[src/rtl/op_dispatcher_if.sv]
// Shared-memory client port used by the op dispatcher.
//   req/we/addr/wdata : request, held until the gnt cycle
//   gnt               : request accepted this cycle
//   rdata/rvalid      : read return, one or more cycles after a read grant
interface op_dispatcher_if #(
    parameter int unsigned ADDR_WIDTH = 12,
    parameter int unsigned DATA_WIDTH = 32
);
    logic                  req;
    logic                  gnt;
    logic                  we;
    logic [ADDR_WIDTH-1:0] addr;
    logic [DATA_WIDTH-1:0] wdata;
    logic [DATA_WIDTH-1:0] rdata;
    logic                  rvalid;

    modport master (
        output req, we, addr, wdata,
        input  gnt, rdata, rvalid
    );

    modport slave (
        input  req, we, addr, wdata,
        output gnt, rdata, rvalid
    );
endinterface

[src/rtl/op_dispatcher.sv]
// Command sequencer for the matrix accelerator: polls the op word, fetches
// dimensions (and scalar when needed), launches the engine, waits for done
// under a watchdog, then clears the op word so the host can issue the next.
// Ports:
//   clock, reset   : clock, async active-low reset
//   enable         : allows IDLE -> FETCH_OP
//   mem            : shared-memory client port (master side)
//   op_code, dimA1, dimA2, scalar : latched command for the engine
//   start / done   : engine launch pulse / completion pulse
//   abort, error   : one-cycle pulses on watchdog expiry / rejected command
//   busy           : high outside IDLE
//   ops_done       : saturating count of completed commands
module op_dispatcher #(
    parameter int unsigned ADDR_WIDTH    = 12,
    parameter int unsigned DATA_WIDTH    = 32,
    parameter int unsigned OP_WIDTH      = 4,
    parameter int unsigned DIM_WIDTH     = 6,
    parameter int unsigned OP_ADDR       = 0,
    parameter int unsigned DIM_ADDR      = 1,
    parameter int unsigned SCALAR_ADDR   = 10,
    parameter int unsigned TIMEOUT_WIDTH = 16
) (
    input  logic                  clock,
    input  logic                  reset,
    input  logic                  enable,
    op_dispatcher_if.master       mem,
    output logic [OP_WIDTH-1:0]   op_code,
    output logic [DIM_WIDTH-1:0]  dimA1,
    output logic [DIM_WIDTH-1:0]  dimA2,
    output logic [DATA_WIDTH-1:0] scalar,
    output logic                  start,
    input  logic                  done,
    output logic                  abort,
    output logic                  error,
    output logic                  busy,
    output logic [15:0]           ops_done
);
    localparam int unsigned OP_MAX     = 8;
    localparam int unsigned OP_SCAL_LO = 2;
    localparam int unsigned OP_SCAL_HI = 5;
    localparam int unsigned DIM2_LSB   = 8;

    typedef enum logic [3:0] {
        IDLE, FETCH_OP, WAIT_OP, FETCH_DIM, WAIT_DIM,
        FETCH_SCAL, WAIT_SCAL, START, RUN, CLEAR
    } state_t;

    state_t                   state;
    logic [TIMEOUT_WIDTH-1:0] wd;

    // Field views of the returning read word
    logic [OP_WIDTH-1:0]  rd_op_c;
    logic [DIM_WIDTH-1:0] rd_dim1_c;
    logic [DIM_WIDTH-1:0] rd_dim2_c;
    logic                 needs_scalar_c;

    assign rd_op_c        = mem.rdata[OP_WIDTH-1:0];
    assign rd_dim1_c      = mem.rdata[DIM_WIDTH-1:0];
    assign rd_dim2_c      = mem.rdata[DIM2_LSB +: DIM_WIDTH];
    assign needs_scalar_c = (op_code >= OP_WIDTH'(OP_SCAL_LO)) &&
                            (op_code <= OP_WIDTH'(OP_SCAL_HI));

    // Sequencer: state, memory request and all outputs registered together
    always_ff @(posedge clock or negedge reset) begin
        if (!reset) begin
            state     <= IDLE;
            wd        <= '0;
            mem.req   <= 1'b0;
            mem.we    <= 1'b0;
            mem.addr  <= '0;
            mem.wdata <= '0;
            op_code   <= '0;
            dimA1     <= '0;
            dimA2     <= '0;
            scalar    <= '0;
            start     <= 1'b0;
            abort     <= 1'b0;
            error     <= 1'b0;
            busy      <= 1'b0;
            ops_done  <= '0;
        end else begin
            start <= 1'b0;
            abort <= 1'b0;
            error <= 1'b0;
            case (state)
                IDLE: begin
                    if (enable) begin
                        state    <= FETCH_OP;
                        busy     <= 1'b1;
                        mem.req  <= 1'b1;
                        mem.we   <= 1'b0;
                        mem.addr <= ADDR_WIDTH'(OP_ADDR);
                    end
                end
                FETCH_OP, FETCH_DIM, FETCH_SCAL: begin
                    if (mem.gnt) begin
                        mem.req <= 1'b0;
                        state   <= (state == FETCH_OP)  ? WAIT_OP  :
                                   (state == FETCH_DIM) ? WAIT_DIM : WAIT_SCAL;
                    end
                end
                WAIT_OP: begin
                    if (mem.rvalid) begin
                        if (rd_op_c == '0) begin
                            state <= IDLE;
                            busy  <= 1'b0;
                        end else if (rd_op_c > OP_WIDTH'(OP_MAX)) begin
                            error     <= 1'b1;
                            state     <= CLEAR;
                            mem.req   <= 1'b1;
                            mem.we    <= 1'b1;
                            mem.addr  <= ADDR_WIDTH'(OP_ADDR);
                            mem.wdata <= '0;
                        end else begin
                            op_code  <= rd_op_c;
                            state    <= FETCH_DIM;
                            mem.req  <= 1'b1;
                            mem.addr <= ADDR_WIDTH'(DIM_ADDR);
                        end
                    end
                end
                WAIT_DIM: begin
                    if (mem.rvalid) begin
                        dimA1 <= rd_dim1_c;
                        dimA2 <= rd_dim2_c;
                        if ((rd_dim1_c == '0) || (rd_dim2_c == '0)) begin
                            error     <= 1'b1;
                            state     <= CLEAR;
                            mem.req   <= 1'b1;
                            mem.we    <= 1'b1;
                            mem.addr  <= ADDR_WIDTH'(OP_ADDR);
                            mem.wdata <= '0;
                        end else if (needs_scalar_c) begin
                            state    <= FETCH_SCAL;
                            mem.req  <= 1'b1;
                            mem.addr <= ADDR_WIDTH'(SCALAR_ADDR);
                        end else begin
                            scalar <= '0;
                            state  <= START;
                        end
                    end
                end
                WAIT_SCAL: begin
                    if (mem.rvalid) begin
                        scalar <= mem.rdata;
                        state  <= START;
                    end
                end
                START: begin
                    // Watchdog counts RUN cycles from 1; all-ones marks 2^W-1 cycles
                    start <= 1'b1;
                    wd    <= TIMEOUT_WIDTH'(1);
                    state <= RUN;
                end
                RUN: begin
                    if (done || (wd == '1)) begin
                        if (done) begin
                            if (ops_done != '1) begin
                                ops_done <= ops_done + 16'(1);
                            end
                        end else begin
                            abort <= 1'b1;
                            error <= 1'b1;
                        end
                        state     <= CLEAR;
                        mem.req   <= 1'b1;
                        mem.we    <= 1'b1;
                        mem.addr  <= ADDR_WIDTH'(OP_ADDR);
                        mem.wdata <= '0;
                    end else begin
                        wd <= wd + TIMEOUT_WIDTH'(1);
                    end
                end
                CLEAR: begin
                    if (mem.gnt) begin
                        mem.req <= 1'b0;
                        mem.we  <= 1'b0;
                        state   <= IDLE;
                        busy    <= 1'b0;
                    end
                end
                default: begin
                    state   <= IDLE;
                    busy    <= 1'b0;
                    mem.req <= 1'b0;
                end
            endcase
        end
    end
endmodule

[src/flat_wrapper.sv]
// flat-port wrapper written by rule: the top's interface ports become plain ports
module op_dispatcher_flat 
#(
    parameter int unsigned ADDR_WIDTH    = 12,
    parameter int unsigned DATA_WIDTH    = 32,
    parameter int unsigned OP_WIDTH      = 4,
    parameter int unsigned DIM_WIDTH     = 6,
    parameter int unsigned OP_ADDR       = 0,
    parameter int unsigned DIM_ADDR      = 1,
    parameter int unsigned SCALAR_ADDR   = 10,
    parameter int unsigned TIMEOUT_WIDTH = 16
)
  (clock, reset, enable, op_code, dimA1, dimA2, scalar, start, done, abort, error, busy, ops_done, mem_req, mem_we, mem_addr, mem_wdata, mem_gnt, mem_rdata, mem_rvalid);
  op_dispatcher_if #(.ADDR_WIDTH(ADDR_WIDTH), .DATA_WIDTH(DATA_WIDTH)) mem_i ();
  input  logic clock;
  input  logic reset;
  input  logic enable;
  output logic [OP_WIDTH-1:0] op_code;
  output logic [DIM_WIDTH-1:0] dimA1;
  output logic [DIM_WIDTH-1:0] dimA2;
  output logic [DATA_WIDTH-1:0] scalar;
  output logic start;
  input  logic done;
  output logic abort;
  output logic error;
  output logic busy;
  output logic [15:0] ops_done;
  output wire logic [$bits(mem_i.req)-1:0] mem_req;
  output wire logic [$bits(mem_i.we)-1:0] mem_we;
  output wire logic [$bits(mem_i.addr)-1:0] mem_addr;
  output wire logic [$bits(mem_i.wdata)-1:0] mem_wdata;
  input wire logic [$bits(mem_i.gnt)-1:0] mem_gnt;
  input wire logic [$bits(mem_i.rdata)-1:0] mem_rdata;
  input wire logic [$bits(mem_i.rvalid)-1:0] mem_rvalid;
  assign mem_req = mem_i.req;
  assign mem_we = mem_i.we;
  assign mem_addr = mem_i.addr;
  assign mem_wdata = mem_i.wdata;
  assign mem_i.gnt = mem_gnt;
  assign mem_i.rdata = mem_rdata;
  assign mem_i.rvalid = mem_rvalid;
  op_dispatcher #(.ADDR_WIDTH(ADDR_WIDTH), .DATA_WIDTH(DATA_WIDTH), .OP_WIDTH(OP_WIDTH), .DIM_WIDTH(DIM_WIDTH), .OP_ADDR(OP_ADDR), .DIM_ADDR(DIM_ADDR), .SCALAR_ADDR(SCALAR_ADDR), .TIMEOUT_WIDTH(TIMEOUT_WIDTH)) u_core (.clock(clock), .reset(reset), .enable(enable), .mem(mem_i), .op_code(op_code), .dimA1(dimA1), .dimA2(dimA2), .scalar(scalar), .start(start), .done(done), .abort(abort), .error(error), .busy(busy), .ops_done(ops_done));
endmodule
[config.mk]
export PLATFORM = sky130hd
export DESIGN_NAME = op_dispatcher_flat
export DESIGN_NICKNAME = d
export VERILOG_FILES = /design/src/rtl/op_dispatcher_if.sv /design/src/rtl/op_dispatcher.sv /design/src/flat_wrapper.sv
export SDC_FILE = /design/constraint.sdc
export NUM_CORES = 1
export LEC_CHECK = 0
export BUFFER_PORTS_ARGS = -buffer_cell sky130_fd_sc_hd__buf_4
export CAP_MARGIN = 20
export CORE_UTILIZATION = 51
export DETAILED_ROUTE_END_ITERATION = 8
export PLACE_DENSITY = 0.8
export SYNTH_ARGS = -nofsm -noshare
export SYNTH_HDL_FRONTEND = slang
export SYNTH_SLANG_ARGS = --single-unit
[constraint.sdc]
create_clock -name clock -period 2.6 [get_ports clock]
set_input_delay 0.52 -clock clock [delete_from_list [all_inputs] [get_ports clock]]
set_output_delay 0.52 -clock clock [all_outputs]
set_load 0.05 [all_outputs]
Yosys cells after proc, flatten, opt, wreduce, memory -nomap -nowiden
Index checks and enable logic that the tools add are counted.
{ "word_totals": {"regBits": 134, "latchBits": 0, "mem_bits_rw": 0, "romBits": 0, "inputBits": 38, "output_inout_bits": 114, "word_cells": 144, "memories": 0} }
{ "classes": {"addsub": 2, "multipliers": 0, "n_div": 0, "n_lt_le_gt_ge": 3, "n_eq_ne": 27, "shifts": 0, "muxes": 66, "bitwise": 4, "reduce_logical": 27} }
{ "ops": {"columns": ["cell", "count"], "rows": [
  ["$mux W32", 10],
  ["$pmux W32 S3", 1],
  ["$mux W12", 7],
  ["$pmux W32 S2", 1],
  ["$pmux W12 S4", 1],
  ["$mux W4", 11],
  ["$add A16 B1 Y16 const B", 2],
  ["$pmux W16 S2", 1],
  ["$pmux W4 S8", 1],
  ["$mux W1", 26],
  ["$reduce_and A7 Y1", 3],
  ["$ne A2 B2 Y1 const B", 10],
  ["$eq A16 B16 Y1 const B", 1],
  ["$eq A4 B3 Y1 const B", 4],
  ["$mux W16", 1],
  ["$ne A16 B16 Y1 const B", 1],
  ["$logic_not A6 Y1", 2],
  ["$ne A2 B1 Y1 const B", 5],
  ["$reduce_and A5 Y1", 2],
  ["$reduce_and A9 Y1", 1],
  ["$eq A4 B2 Y1 const B", 2],
  ["$eq A4 B4 Y1 const B", 2],
  ["$logic_not A4 Y1", 2],
  ["$reduce_and A4 Y1", 2],
  ["other kinds (23)", 30]
]} }

Depth between registers and ports, before layout
{ "depth": {"depth_word": 6, "mapped_depth": 7, "mapped_depth_nobuf": 6} }

Least setup slack after synthesis
Ideal clock, no wire load.
{ "synth_timing": {"path_kind": "flip-flop to flip-flop", "start": "register u_core.state[1]", "end": "register u_core.ops_done[11]", "setup_ps": 82, "t_arrival_ps": 2063, "required_ps": 2518, "path_slack_ps": 455, "path_stages_with_launch": 6, "path_buffers": 0, "synth_period_minus_slack_ps": 2145, "path_cell_list": "dfrtp_1 > or4b_4 > or3_1 > or4b_4 > nor2_2 > xor2_1"} }
{ "synth_between": {"elab_chain_len": 2} }
{ "synth_rtl": {"columns": ["item", "line_no", "source"], "rows": [
  ["start: declaration", "op_dispatcher.sv:48", "state_t state;"],
  ["start signal: assignment", "op_dispatcher.sv:98", "state <= (state == FETCH_OP) ? WAIT_OP :"],
  ["$eq A4 B4 Y1", "op_dispatcher.sv:85", "case (state)"],
  ["$reduce_and A4 Y1 (no source line)", null, null],
  ["end signal: assignment", "op_dispatcher.sv:159", "ops_done <= ops_done + 16'(1);"],
  ["end: declaration", "op_dispatcher.sv:36", "output logic [15:0] ops_done"]
]} }
Every way passes these cells.
A chain may end at the register's enable or synchronous reset.

Worst setup path after layout
{ "layout_timing": {"start": "register u_core.state[3]", "end": "register u_core.scalar[2]"} }
{ "layout_between": {"elab_chain_len": 3, "elab_cells_between_ends": 9, "classes_between": "eq/ne: 6; mux: 1; reduce/logical: 2"} }
{ "layout_rtl": {"columns": ["item", "line_no", "source"], "rows": [
  ["$eq A4 B3 Y1", "op_dispatcher.sv:85", null],
  ["$ne A2 B2 Y1 (no source line) or $reduce_bool A2 Y1 (tied branches)", null, null],
  ["$reduce_and A5 Y1 (no source line)", null, null],
  ["end signal: assignment", "op_dispatcher.sv:145", "scalar <= mem.rdata;"],
  ["end: declaration", "op_dispatcher.sv:30", "output logic [DATA_WIDTH-1:0] scalar,"]
]} }
Several ways; a longest one is shown, not always the timed one.

==> flow_summary_export.csv <==
group,metric,value,unit
setup_path,ff2ff_setup_slack,0.35,ns
routing,drt_first_pass_iters,6,
routing,vias_per_cell,5.292,
timing,hold_slack,0.1243,ns
timing,setup_ws,0.3468,ns
clock_network,clk_pin_slew_worst_paths,0.09,ns
power_and_ir_drop,leakage,0.002777,uW
yosys,synth_top_cell_area_share,0.4773,
timing,setup_viol,0,
clock_network,cts_sinks,92,
yosys,synth_edf_count,0,
setup_path,cp.required,2.87,ns
placed_design,dp_hpwl,7.529,mm
final_layout,drive_above_1_share,0.2714,
final_layout,ff_latch_area,0.002302,sq mm
routing,ant_nets,0,
clock_network,clk_latency,0.36,ns
status,status,"complete, no violations",
min_path,hp-class,"primary input to async pin",
yosys,synthArstFlopShare,1.000,
yosys,syn_inst,493,
setup_path,start_kind,"register",
global_routing,overflow,0,
final_layout,nFillCells,757,
timing,slew_violations,0,
setup_path,worstPathMaxFanout,32,
floorplan,start_util,0.5245,
timing,tightest_slew,0.9992,ns
routing,vias,3805,
final_layout,area_growth,21.79,%
timing,rsz0062_at_grt,"no",
yosys,synthTopCellsByArea,"dfrtp_1 (48%), mux2i_1 (7.1%), buf_4 (6.7%), nand2_1 (4.4%), mux2_2 (4.0%)",
clock_network,root_buffer,"clkbuf_8",
global_routing,grt_pass1_vias,3735,
yosys,seq_area_frac_synth,0.4773,
timing,fin_setup_tns,0,ns
final_layout,design_area,0.005874,sq mm
routing,wl_per_cell,14.71,microns
clock_network,cts_tree,"yes",
yosys,yosysWarnings,0,
setup_path,r2r-start,"u_core.state[3]$_DFFE_PN0P_",
floorplan,num_rows,35,
setup_path,endpoint_kind,"register",
floorplan,die-area,0.009851,sq mm
power_and_ir_drop,ir_drop,1.042,mV
clock_network,numCtsBuffers,9,
clock_network,post_cts_buffers,0,
floorplan,die_x,99.25,microns
routing,remaining_drc_errors,0,
global_routing,grt_pass1_wl,17.48,mm
timing,fin_worst_skew,0.009079,ns
floorplan,pin_count,152,
clock_network,hold_buffers,0,
power_and_ir_drop,powerDensity,1231,mW/mm^2
yosys,syn_avg_cell_area,9.784,sq um
yosys,synth_flop_cell,"dfrtp_1",
global_routing,grt_antenna_before_repair,0,
yosys,yosysUniqueCellTypes,52,
timing,period_needed,2.253,ns
final_layout,multi_input_area,0.002127,sq mm
setup_path,r2r-end,"u_core.scalar[2]$_DFFE_PN0P_",
timing,hold_viol,0,
yosys,synth_top_area_cell,"dfrtp_1",
timing,post-route-period-util,0.8666,
placed_design,portBuffers,110,
setup_path,cp.arrival,2.53,ns
floorplan,die_y,99.25,microns
global_routing,grt_max_degree,54,
placed_design,pre_cts_slack,0.1853,ns
routing,routed_wirelength,10.58,mm
placed_design,postPlaceCellArea,0.005650,sq mm
power_and_ir_drop,power,7230,uW
final_layout,nNetsFinal,643,
clock_network,h-tree-depth,3,
setup_path,r2r_cells,3,
setup_path,path_class,"register to register",
final_layout,diodes,0,
yosys,ys_seq_elements,92,
yosys,syn_area,0.004823,sq mm
timing,slew-limit-headroom,0.3339,
routing,first_iter_violations,200,
clock_network,clk_path_buf_depth,2,
clock_network,cts_resized,0,
placed_design,place.gp.congestion,0.8657,
timing,fmax,0.4438,GHz
global_routing,globalRouteTotalUtil,0.2235,
flow_run,maxCapViolCount,0,
floorplan,core,0.009196,sq mm
==> layout by cell type (no fill, tap or decap), types with 5 or more instances in the layout <==
| cell type | netlist | routed |
|---|---|---|
| dfrtp_1 | 92 | 92 |
| nor2_1 | 24 | 24 |
| nand2_1 | 57 | 57 |
| clkbuf_8 | 0 | 10 |
| nand3_1 | 11 | 11 |
| buf_4 | 43 | 120 |
| a21oi_1 | 11 | 11 |
| mux2_2 | 17 | 17 |
| o21ai_0 | 17 | 17 |
| inv_1 | 43 | 43 |
| nor4_1 | 10 | 10 |
| nor2b_1 | 5 | 5 |
| nand2b_1 | 6 | 6 |
| xor2_1 | 11 | 11 |
| nor3_1 | 12 | 12 |
| conb_1 | 1 | 41 |
| nand4_1 | 7 | 7 |
| mux2i_1 | 34 | 34 |
| xnor2_1 | 14 | 14 |
==> flip-flops by register name, indices dropped and copies added (netlist names) <==
register / flops
u_core.abort: 1
u_core.start: 1
u_core.state: 4
u_core.scalar: 32
u_core.mem.we: 1
u_core.mem.req: 1
u_core.mem.addr: 2
u_core.error: 1
u_core.dimA2: 6
u_core.wd: 16
u_core.op_code: 4
u_core.busy: 1
u_core.dimA1: 6
u_core.ops_done: 16
==> Yosys cell counts, drive strengths merged (2+ instances only) <==
cell and instances:
o21ai 18, mux2i 34, or3 4, nand3 11, a2bb2oi 3, buf 48
o31ai 4, xnor2 14, ha 2, mux2 17, o211ai 4, nand2b 6
nand4 7, a211o 2, nor3 12, nor4 10, a21oi 11, dfrtp 92
a22o 2, xor2 11, nor2b 5, and3 3, or4 3, nand2 57
nor2 27, inv 43, or2 3, clkbuf 14, or4b 2, and2 4
and4 3
==> worst max-delay path by stage <==
stage | startpoint | end | cells after the start
4_1_cts | u_core.state[3]$_DFFE_PN0P_ | u_core.scalar[2]$_DFFE_PN0P_ | 3
3_3_place_gp | mem_rdata[1] | u_core.scalar[26]$_DFFE_PN0P_ | 6
5_1_grt | u_core.wd[0]$_DFFE_PN0P_ | u_core.mem.addr[0]$_DFFE_PN0P_ | 6
2_1_floorplan | u_core.state[1]$_DFFE_PN0P_ | u_core.ops_done[11]$_DFFE_PN0P_ | 5
6_report | u_core.state[3]$_DFFE_PN0P_ | u_core.scalar[2]$_DFFE_PN0P_ | 3
3_5_place_dp | mem_rdata[11] | u_core.scalar[11]$_DFFE_PN0P_ | 6
==> area by class of cell <==
type | instances | area share
clock buffer | 10 | 0.02343
clock inverter | 6 | 0.01470
inverter | 43 | 0.02748
multi-input combinational | 336 | 0.3621
sequential | 92 | 0.3919
tap | 111 | 0.02364
timing repair buffer | 121 | 0.1568
==> layer usage <==
metal / vias to the layer above / global-route usage / share of wire
li1: 1793 / - / -
met1: 1847 / 0.2861 / 0.43
met2: 148 / 0.3729 / 0.49
met3: 17 / 0.05762 / 0.067
met4: 0 / 0.07127 / 0.012
met5: - / 0 / 0
==> cell families after synthesis <==
family                   share of synthesized area
AND/OR/NAND/NOR                             0.1720
multiplexers                                0.1102
XOR/XNOR                                   0.04540
buffers and inverters                       0.1162
other                                    0.0007775
AO/OA/AOI/OAI                              0.07082
adder cells (fa/ha/maj)                   0.007263
flip-flops                                  0.4773
==> through the flow <==
stage | std cells | util
after floorplan | 533 | -
after global placement | 703 | 0.6144
after detailed placement | 703 | 0.6144
after CTS | 719 | 0.6388
after global routing | 719 | 0.6388
final | 719 | 0.6388
==> power breakdown <==
part	internal (uW)	leakage, uW	switching, uW	total (uW)
Combinational	1260	0.00146	2700	3960
Clock	568	0.000113	506	1070
Sequential	1890	0.00121	309	2190
==> worst max-delay path, stage by stage, from the launching register on <==
cell and delay [ns]:
dfrtp_1 0.41, nor2b_1 0.43, and4b_2 1.01, mux2i_1 0.30
No activity file was read; power rests on OpenSTA's default activity.
